[src/rtl/multicycle_ctrl_if.sv]
// IFU/LSU valid-ready handshake bundle used by multicycle_ctrl.
interface multicycle_ctrl_if;
    logic        ifu_req;
    logic        ifu_rvalid;
    logic [31:0] ifu_rdata;
    logic        lsu_req;
    logic        lsu_wen;
    logic        lsu_rvalid;

    modport master (output ifu_req, input ifu_rvalid, input ifu_rdata,
                    output lsu_req, output lsu_wen, input lsu_rvalid);
    modport slave  (input ifu_req, output ifu_rvalid, output ifu_rdata,
                    input lsu_req, input lsu_wen, output lsu_rvalid);
endinterface

[src/rtl/multicycle_ctrl.sv]
// Multi-cycle RV32I control FSM (FETCH/DECODE/EXEC/MEM/WB) with IFU/LSU handshakes.
// Optional perf counters are built when NPC_CTRL_PERF_EN is defined.
module multicycle_ctrl #(
    parameter int ALUOP_W          = 4,
    parameter int TIMEOUT          = 256,
    parameter bit RESET_STATE_IDLE = 1'b1
) (
    input  logic                 clk,
    input  logic                 rst,
    multicycle_ctrl_if.master    bus,
    output logic [2:0]           ImmType,
    output logic                 PCSrc,
    output logic                 RegWEn,
    output logic                 ASrc,
    output logic                 BSrc,
    output logic [ALUOP_W-1:0]   ALUOp,
    output logic [1:0]           WriteSrc,
    input  logic                 br_taken,
    output logic                 pc_wen,
    output logic [31:0]          inst_out,
    output logic                 halt,
    output logic                 illegal,
    output logic                 timeout
`ifdef NPC_CTRL_PERF_EN
    ,
    output logic [63:0]          perf_cycles,
    output logic [63:0]          perf_instret
`endif
);

    typedef enum logic [2:0] {
        S_IDLE, S_FETCH, S_DECODE, S_EXEC, S_MEM, S_WB, S_HALT
    } state_t;

    localparam int CNT_W = (TIMEOUT > 1) ? $clog2(TIMEOUT) : 1;
    localparam bit TO_EN = (TIMEOUT > 0);
    localparam logic [CNT_W-1:0] CNT_LAST = CNT_W'((TIMEOUT > 0) ? TIMEOUT - 1 : 0);
    localparam logic [31:0] EBREAK = 32'h0010_0073;
    // ALU code is {funct7[5], funct3}; 4'hF passes operand B through (lui).
    localparam logic [3:0] ALU_ADD   = 4'h0;
    localparam logic [3:0] ALU_PASSB = 4'hF;

    state_t             state_r;
    logic [CNT_W-1:0]   cnt_r;
    logic [31:0]        inst_r;
    logic               ifu_req_r, lsu_req_r, lsu_wen_r;
    logic [2:0]         imm_r;
    logic               pcsrc_r, regwen_r, asrc_r, bsrc_r, pc_wen_r;
    logic [ALUOP_W-1:0] alu_r;
    logic [1:0]         ws_r;
    logic               halt_r, illegal_r, timeout_r;

    logic [2:0] dec_imm_s;
    logic       dec_asrc_s, dec_bsrc_s, dec_jump_s, dec_br_s, dec_mem_s, dec_store_s;
    logic       dec_wrd_s, dec_ok_s;
    logic [3:0] dec_alu_s;
    logic [1:0] dec_ws_s;
    logic       wait_hit_s;

    function automatic logic [3:0] alu_code(input logic [2:0] f3, input logic f7b5);
        return {f7b5, f3};
    endfunction

    assign wait_hit_s = TO_EN && (cnt_r == CNT_LAST);

    // Opcode-class decode of the latched instruction.
    always_comb begin
        dec_imm_s   = 3'd7;
        dec_asrc_s  = 1'b0;
        dec_bsrc_s  = 1'b0;
        dec_alu_s   = ALU_ADD;
        dec_ws_s    = 2'd0;
        dec_jump_s  = 1'b0;
        dec_br_s    = 1'b0;
        dec_mem_s   = 1'b0;
        dec_store_s = 1'b0;
        dec_wrd_s   = 1'b0;
        dec_ok_s    = 1'b1;
        case (inst_r[6:0])
            7'b0110111: begin dec_imm_s = 3'd0; dec_bsrc_s = 1'b1; dec_alu_s = ALU_PASSB; dec_wrd_s = 1'b1; end
            7'b0010111: begin dec_imm_s = 3'd0; dec_asrc_s = 1'b1; dec_bsrc_s = 1'b1; dec_wrd_s = 1'b1; end
            7'b1101111: begin dec_imm_s = 3'd1; dec_asrc_s = 1'b1; dec_bsrc_s = 1'b1;
                              dec_ws_s = 2'd1; dec_jump_s = 1'b1; dec_wrd_s = 1'b1; end
            7'b1100111: begin dec_imm_s = 3'd2; dec_bsrc_s = 1'b1;
                              dec_ws_s = 2'd1; dec_jump_s = 1'b1; dec_wrd_s = 1'b1; end
            7'b1100011: begin dec_imm_s = 3'd4; dec_asrc_s = 1'b1; dec_bsrc_s = 1'b1; dec_br_s = 1'b1; end
            7'b0000011: begin dec_imm_s = 3'd2; dec_bsrc_s = 1'b1; dec_ws_s = 2'd2;
                              dec_mem_s = 1'b1; dec_wrd_s = 1'b1; end
            7'b0100011: begin dec_imm_s = 3'd3; dec_bsrc_s = 1'b1; dec_mem_s = 1'b1; dec_store_s = 1'b1; end
            // funct7[5] is only an opcode modifier for srai among immediate ops
            7'b0010011: begin dec_imm_s = 3'd2; dec_bsrc_s = 1'b1; dec_wrd_s = 1'b1;
                              dec_alu_s = alu_code(inst_r[14:12], (inst_r[14:12] == 3'b101) & inst_r[30]); end
            7'b0110011: begin dec_alu_s = alu_code(inst_r[14:12], inst_r[30]); dec_wrd_s = 1'b1; end
            7'b0001111: begin dec_ok_s = 1'b1; end
            7'b1110011: begin dec_imm_s = 3'd2; dec_bsrc_s = 1'b1; dec_wrd_s = 1'b1; end
            default:    begin dec_ok_s = 1'b0; end
        endcase
    end

    // Main sequencer; every output is registered here.
    always_ff @(posedge clk or posedge rst) begin
        if (rst) begin
            state_r   <= RESET_STATE_IDLE ? S_IDLE : S_FETCH;
            ifu_req_r <= !RESET_STATE_IDLE;
            lsu_req_r <= 1'b0;
            lsu_wen_r <= 1'b0;
            cnt_r     <= '0;
            inst_r    <= 32'h0;
            imm_r     <= 3'd7;
            pcsrc_r   <= 1'b0;
            regwen_r  <= 1'b0;
            asrc_r    <= 1'b0;
            bsrc_r    <= 1'b0;
            alu_r     <= '0;
            ws_r      <= 2'd0;
            pc_wen_r  <= 1'b0;
            halt_r    <= 1'b0;
            illegal_r <= 1'b0;
            timeout_r <= 1'b0;
        end else begin
            pc_wen_r <= 1'b0;
            regwen_r <= 1'b0;
            case (state_r)
                S_IDLE: begin
                    state_r   <= S_FETCH;
                    ifu_req_r <= 1'b1;
                end
                S_FETCH: begin
                    if (bus.ifu_rvalid) begin
                        inst_r    <= bus.ifu_rdata;
                        cnt_r     <= '0;
                        ifu_req_r <= 1'b0;
                        state_r   <= S_DECODE;
                    end else if (wait_hit_s) begin
                        ifu_req_r <= 1'b0;
                        halt_r    <= 1'b1;
                        timeout_r <= 1'b1;
                        state_r   <= S_HALT;
                    end else begin
                        cnt_r <= TO_EN ? cnt_r + 1'b1 : cnt_r;
                    end
                end
                S_DECODE: begin
                    if ((inst_r == EBREAK) || !dec_ok_s) begin
                        imm_r     <= 3'd7;
                        pcsrc_r   <= 1'b0;
                        asrc_r    <= 1'b0;
                        bsrc_r    <= 1'b0;
                        alu_r     <= '0;
                        ws_r      <= 2'd0;
                        halt_r    <= 1'b1;
                        illegal_r <= !dec_ok_s;
                        state_r   <= S_HALT;
                    end else begin
                        imm_r   <= dec_imm_s;
                        pcsrc_r <= dec_jump_s;
                        asrc_r  <= dec_asrc_s;
                        bsrc_r  <= dec_bsrc_s;
                        alu_r   <= ALUOP_W'(dec_alu_s);
                        ws_r    <= dec_ws_s;
                        state_r <= S_EXEC;
                    end
                end
                S_EXEC: begin
                    pcsrc_r <= dec_br_s ? br_taken : pcsrc_r;
                    if (dec_mem_s) begin
                        lsu_req_r <= 1'b1;
                        lsu_wen_r <= dec_store_s;
                        state_r   <= S_MEM;
                    end else begin
                        pc_wen_r <= 1'b1;
                        regwen_r <= dec_wrd_s && (inst_r[11:7] != 5'd0);
                        state_r  <= S_WB;
                    end
                end
                S_MEM: begin
                    if (bus.lsu_rvalid) begin
                        lsu_req_r <= 1'b0;
                        lsu_wen_r <= 1'b0;
                        cnt_r     <= '0;
                        pc_wen_r  <= 1'b1;
                        regwen_r  <= dec_wrd_s && (inst_r[11:7] != 5'd0);
                        state_r   <= S_WB;
                    end else if (wait_hit_s) begin
                        lsu_req_r <= 1'b0;
                        lsu_wen_r <= 1'b0;
                        halt_r    <= 1'b1;
                        timeout_r <= 1'b1;
                        state_r   <= S_HALT;
                    end else begin
                        cnt_r <= TO_EN ? cnt_r + 1'b1 : cnt_r;
                    end
                end
                S_WB: begin
                    ifu_req_r <= 1'b1;
                    state_r   <= S_FETCH;
                end
                S_HALT: begin
                    state_r <= S_HALT;
                end
                default: begin
                    ifu_req_r <= 1'b0;
                    lsu_req_r <= 1'b0;
                    halt_r    <= 1'b1;
                    state_r   <= S_HALT;
                end
            endcase
        end
    end

    assign bus.ifu_req = ifu_req_r;
    assign bus.lsu_req = lsu_req_r;
    assign bus.lsu_wen = lsu_wen_r;
    assign ImmType     = imm_r;
    assign PCSrc       = pcsrc_r;
    assign RegWEn      = regwen_r;
    assign ASrc        = asrc_r;
    assign BSrc        = bsrc_r;
    assign ALUOp       = alu_r;
    assign WriteSrc    = ws_r;
    assign pc_wen      = pc_wen_r;
    assign inst_out    = inst_r;
    assign halt        = halt_r;
    assign illegal     = illegal_r;
    assign timeout     = timeout_r;

`ifdef NPC_CTRL_PERF_EN
    logic [63:0] perf_cycles_r, perf_instret_r;

    // Active-cycle and retired-instruction counters, frozen in IDLE/HALT.
    always_ff @(posedge clk or posedge rst) begin
        if (rst) begin
            perf_cycles_r  <= 64'd0;
            perf_instret_r <= 64'd0;
        end else begin
            perf_cycles_r  <= ((state_r != S_IDLE) && (state_r != S_HALT)) ? perf_cycles_r + 64'd1 : perf_cycles_r;
            perf_instret_r <= (state_r == S_WB) ? perf_instret_r + 64'd1 : perf_instret_r;
        end
    end

    assign perf_cycles  = perf_cycles_r;
    assign perf_instret = perf_instret_r;
`endif

endmodule

[src/flat_wrapper.sv]
// flat-port wrapper written by rule: the top's interface ports become plain ports
module multicycle_ctrl_flat 
#(
    parameter int ALUOP_W          = 4,
    parameter int TIMEOUT          = 256,
    parameter bit RESET_STATE_IDLE = 1'b1
)
  (clk, rst, ImmType, PCSrc, RegWEn, ASrc, BSrc, ALUOp, WriteSrc, br_taken, pc_wen, inst_out, halt, illegal, timeout, bus_ifu_req, bus_ifu_rvalid, bus_ifu_rdata, bus_lsu_req, bus_lsu_wen, bus_lsu_rvalid);
  multicycle_ctrl_if bus_i ();
  input  logic clk;
  input  logic rst;
  output logic [2:0] ImmType;
  output logic PCSrc;
  output logic RegWEn;
  output logic ASrc;
  output logic BSrc;
  output logic [ALUOP_W-1:0] ALUOp;
  output logic [1:0] WriteSrc;
  input  logic br_taken;
  output logic pc_wen;
  output logic [31:0] inst_out;
  output logic halt;
  output logic illegal;
  output logic timeout;
  output wire logic [$bits(bus_i.ifu_req)-1:0] bus_ifu_req;
  input wire logic [$bits(bus_i.ifu_rvalid)-1:0] bus_ifu_rvalid;
  input wire logic [$bits(bus_i.ifu_rdata)-1:0] bus_ifu_rdata;
  output wire logic [$bits(bus_i.lsu_req)-1:0] bus_lsu_req;
  output wire logic [$bits(bus_i.lsu_wen)-1:0] bus_lsu_wen;
  input wire logic [$bits(bus_i.lsu_rvalid)-1:0] bus_lsu_rvalid;
  assign bus_ifu_req = bus_i.ifu_req;
  assign bus_i.ifu_rvalid = bus_ifu_rvalid;
  assign bus_i.ifu_rdata = bus_ifu_rdata;
  assign bus_lsu_req = bus_i.lsu_req;
  assign bus_lsu_wen = bus_i.lsu_wen;
  assign bus_i.lsu_rvalid = bus_lsu_rvalid;
  multicycle_ctrl #(.ALUOP_W(ALUOP_W), .TIMEOUT(TIMEOUT), .RESET_STATE_IDLE(RESET_STATE_IDLE)) u_core (.clk(clk), .rst(rst), .bus(bus_i), .ImmType(ImmType), .PCSrc(PCSrc), .RegWEn(RegWEn), .ASrc(ASrc), .BSrc(BSrc), .ALUOp(ALUOp), .WriteSrc(WriteSrc), .br_taken(br_taken), .pc_wen(pc_wen), .inst_out(inst_out), .halt(halt), .illegal(illegal), .timeout(timeout));
endmodule
[config.mk]
export PLATFORM = sky130hd
export DESIGN_NAME = multicycle_ctrl_flat
export DESIGN_NICKNAME = d
export VERILOG_FILES = /design/src/rtl/multicycle_ctrl_if.sv /design/src/rtl/multicycle_ctrl.sv /design/src/flat_wrapper.sv
export SDC_FILE = /design/constraint.sdc
export NUM_CORES = 1
export LEC_CHECK = 0
export ABC_AREA = 1
export BUFFER_PORTS_ARGS = -buffer_cell sky130_fd_sc_hd__buf_2
export CORE_UTILIZATION = 58
export CTS_BUF_LIST = sky130_fd_sc_hd__clkbuf_4
export DETAILED_ROUTE_END_ITERATION = 10
export GPL_ROUTABILITY_DRIVEN = 0
export PLACE_DENSITY = 0.89
export SLEW_MARGIN = 15
export SYNTH_ARGS = -nofsm -noshare
export SYNTH_HDL_FRONTEND = slang
export SYNTH_SLANG_ARGS = --single-unit
[constraint.sdc]
create_clock -name clk -period 3.07 [get_ports clk]
set_input_delay 0.7675 -clock clk [delete_from_list [all_inputs] [get_ports clk]]
set_output_delay 0.7675 -clock clk [all_outputs]
set_load 0.03 [all_outputs]
==> results.yml <==
timing:
  tightest_slew_ns: 0.634
  setup_tns_ns: 0
  period_share: 0.658
  fin_skew_ns: 0.0133
  relSlewSlack: 0.576
  maxSlewViolCount: 0
  period_needed_ns: 2.02
  hold_violations: 0
  timing.hold.ws_ns: 0.417
  finalSetupViolations: 0
  layout_setup_ws_ns: 1.05
  rsz0062_at_grt: "false"
  max_freq_mhz: 495
worst_setup_path:
  critical_path_peak_fanout: 22
  worst-setup-path-type: "flop to flop"
  critPathCaptureType: "flop"
  cp.required_ns: 3.38
  slowest_stage: "dfrtp_1"
  path_delay_family: "simple AND/OR/NAND/NOR gates"
  cp-start-kind: "flop"
  cpPeakStageDelay_ns: 0.46
  path_buf_inv: 3
  cp.arrival_ns: 2.33
  crit_chain: "inv_2 > nand2_2 > nor2_2 > nand2_2 > buf_4 > buf_4 > nor2_1 > a21oi_1"
cts:
  clock-sinks: 63
  clock_path_buffers: 2
  htree_levels: 3
  cts_resized: 0
  post_cts_buffers: 0
  clk_pin_slew_ns: 0.11
  clock_latency_ns: 0.42
  tritoncts: "built"
  holdBufCountCts: 0
  root_buffer: "clkbuf_4"
  numCtsBuffers: 9
layout:
  post-route-util: 0.735
  fin_area_um2: 3800
  syn_to_final_growth_pct: 20.0
  layout_common_cells: "nand2_1, buf_2, dfrtp_1"
  regArea_um2: 1580
  instances_no_fill: 533
  mostFrequentLayoutCell: "nand2_1"
  drive_above_1_share: 0.343
  nets: 496
  multi_input_area_um2: 1400
  nFillCells: 384
  diodes: 0
grt:
  gr-total-overflow: 0
  grt_usage: 0.282
  grt_pass1_wl_mm: 11.8
  first_global_vias: 2679
  grt_max_degree: 36
  antenna_found_initial: 0
power_and_ir_drop:
  ir_drop_mv: 0.292
  power.total_mw: 1.35
  power_density_nw_per_um2: 356
  p_leak_nw: 2.18
routing:
  wire_per_inst_um: 13.6
  wl_mm: 7.26
  drtAntennaViolNets: 0
  drt_pass1_iterations: 4
  via_count: 2789
  drtIter0Drc: 94
  drc_errors: 0
  via_per_inst: 5.23
synth:
  yosysUniqueCellTypes: 34
  syn_inst: 361
  ys_seq_area_frac: 0.499
  synth_area_leaders: "dfrtp_1, nand2_1, mux2_4"
  ys_warn_count: 0
  ys_seq_elements: 63
  syn_area_um2: 3170
  yosys.area.top_type: "dfrtp_1"
  synth_area_per_cell_um2: 8.77
  syn_nets: 399
  synth_top_area_frac: 0.474
die:
  start_util: 0.612
  dieArea_um2: 5760
  pin_count: 89
  dieHeight_um: 75.9
  row_count: 26
  core_um2: 5170
  die_x_um: 75.9
place:
  portBuffers: 88
  hpwl_mm: 5.54
  placed_area_um2: 3690
  dp.cells: 517
  place_ws_ns: 0.906
run:
  cap_violations: 0
status:
  outcome: "finished clean"
worst_hold_path:
  hold_class: "input pin to asynchronous set/reset pin"
-- cell type report --
| cell class | count | area share |
|---|---|---|
| flip-flops and latches | 63 | 0.416 |
| multi-input cells | 255 | 0.368 |
| repair buffers | 92 | 0.127 |
| inverters | 37 | 0.0365 |
| well taps | 70 | 0.0230 |
| clock buffers | 10 | 0.0197 |
| clock inverters | 6 | 0.00987 |
-- cell families (layout without fill, tap and decap cells) --
group | Yosys count | count (layout) | synth area share
and+or+nand+nor | 199 | 199 | 0.279
DFF | 63 | 63 | 0.499
buffers and inverters | 43 | 145 | 0.0593
AOI/OAI and AO/OA | 31 | 31 | 0.0537
muxes | 22 | 22 | 0.0996
xor gates and xnor gates | 2 | 2 | 0.00553
adders and majority gates | 1 | 1 | 0.00395
-- layer usage --
metal  track usage  wire (um)  up-vias
met5             0          0        -
met4         0.115        140        0
met3        0.0847        428       17
met2         0.470       3590       89
met1         0.342       3100     1323
li1              -          -     1360
-- state kept, by name, indices dropped and copies added (netlist names), 2 cells and up --
| signal | flops |
|---|---|
| u_core.inst_out | 32 |
| u_core.cnt_r | 8 |
| u_core.ALUOp | 4 |
| u_core.ImmType | 3 |
| u_core.state_r | 3 |
| u_core.WriteSrc | 2 |
-- synth_stat cells --
library cell   n
nor2_1        44
inv_1         31
nand2_1       99
and2_1         1
nor3_1         5
nor2_2         5
o211ai_1       1
and3_1         1
buf_6          3
buf_2          3
dfrtp_1       60
a21oi_1       12
nand3b_1       1
nor2_4         2
nand2_2        5
o21a_2         1
xor2_1         2
nand4_1        5
nor3_2         1
o31ai_1        1
o22ai_1        1
or2_2          2
a31oi_1        1
dfstp_2        3
nand3_2        2
nand2_4        2
o221ai_1       1
o21ai_1        2
mux2_4        18
nand3_1       24
mux2_2         4
inv_2          6
ha_1           1
o21ai_0       11
-- worst paths after layout --
path                              startpoint            endpoint  slack, ns  cells past startpoint
max                        u_core.state_r[1]  u_core.inst_out[5]       1.05                      8
min                                      rst     u_core.cnt_r[6]       0.42                      2
max reg2reg                u_core.state_r[1]  u_core.inst_out[5]       1.05                      8
min reg2reg                u_core.ImmType[1]   u_core.ImmType[1]       0.47                      2
max in group asynchronous                rst     u_core.ALUOp[3]       2.04                      3
min in group clk           u_core.ImmType[1]   u_core.ImmType[1]       0.47                      2
-- where the power goes --
group / internal (mW) / total (mW) / switching (mW)
Clock: 0.171 / 0.481 / 0.310
Combinational: 0.0197 / 0.0443 / 0.0245
Sequential: 0.830 / 0.830 / 0
Note: power is estimated with default switching activity, not from simulation.
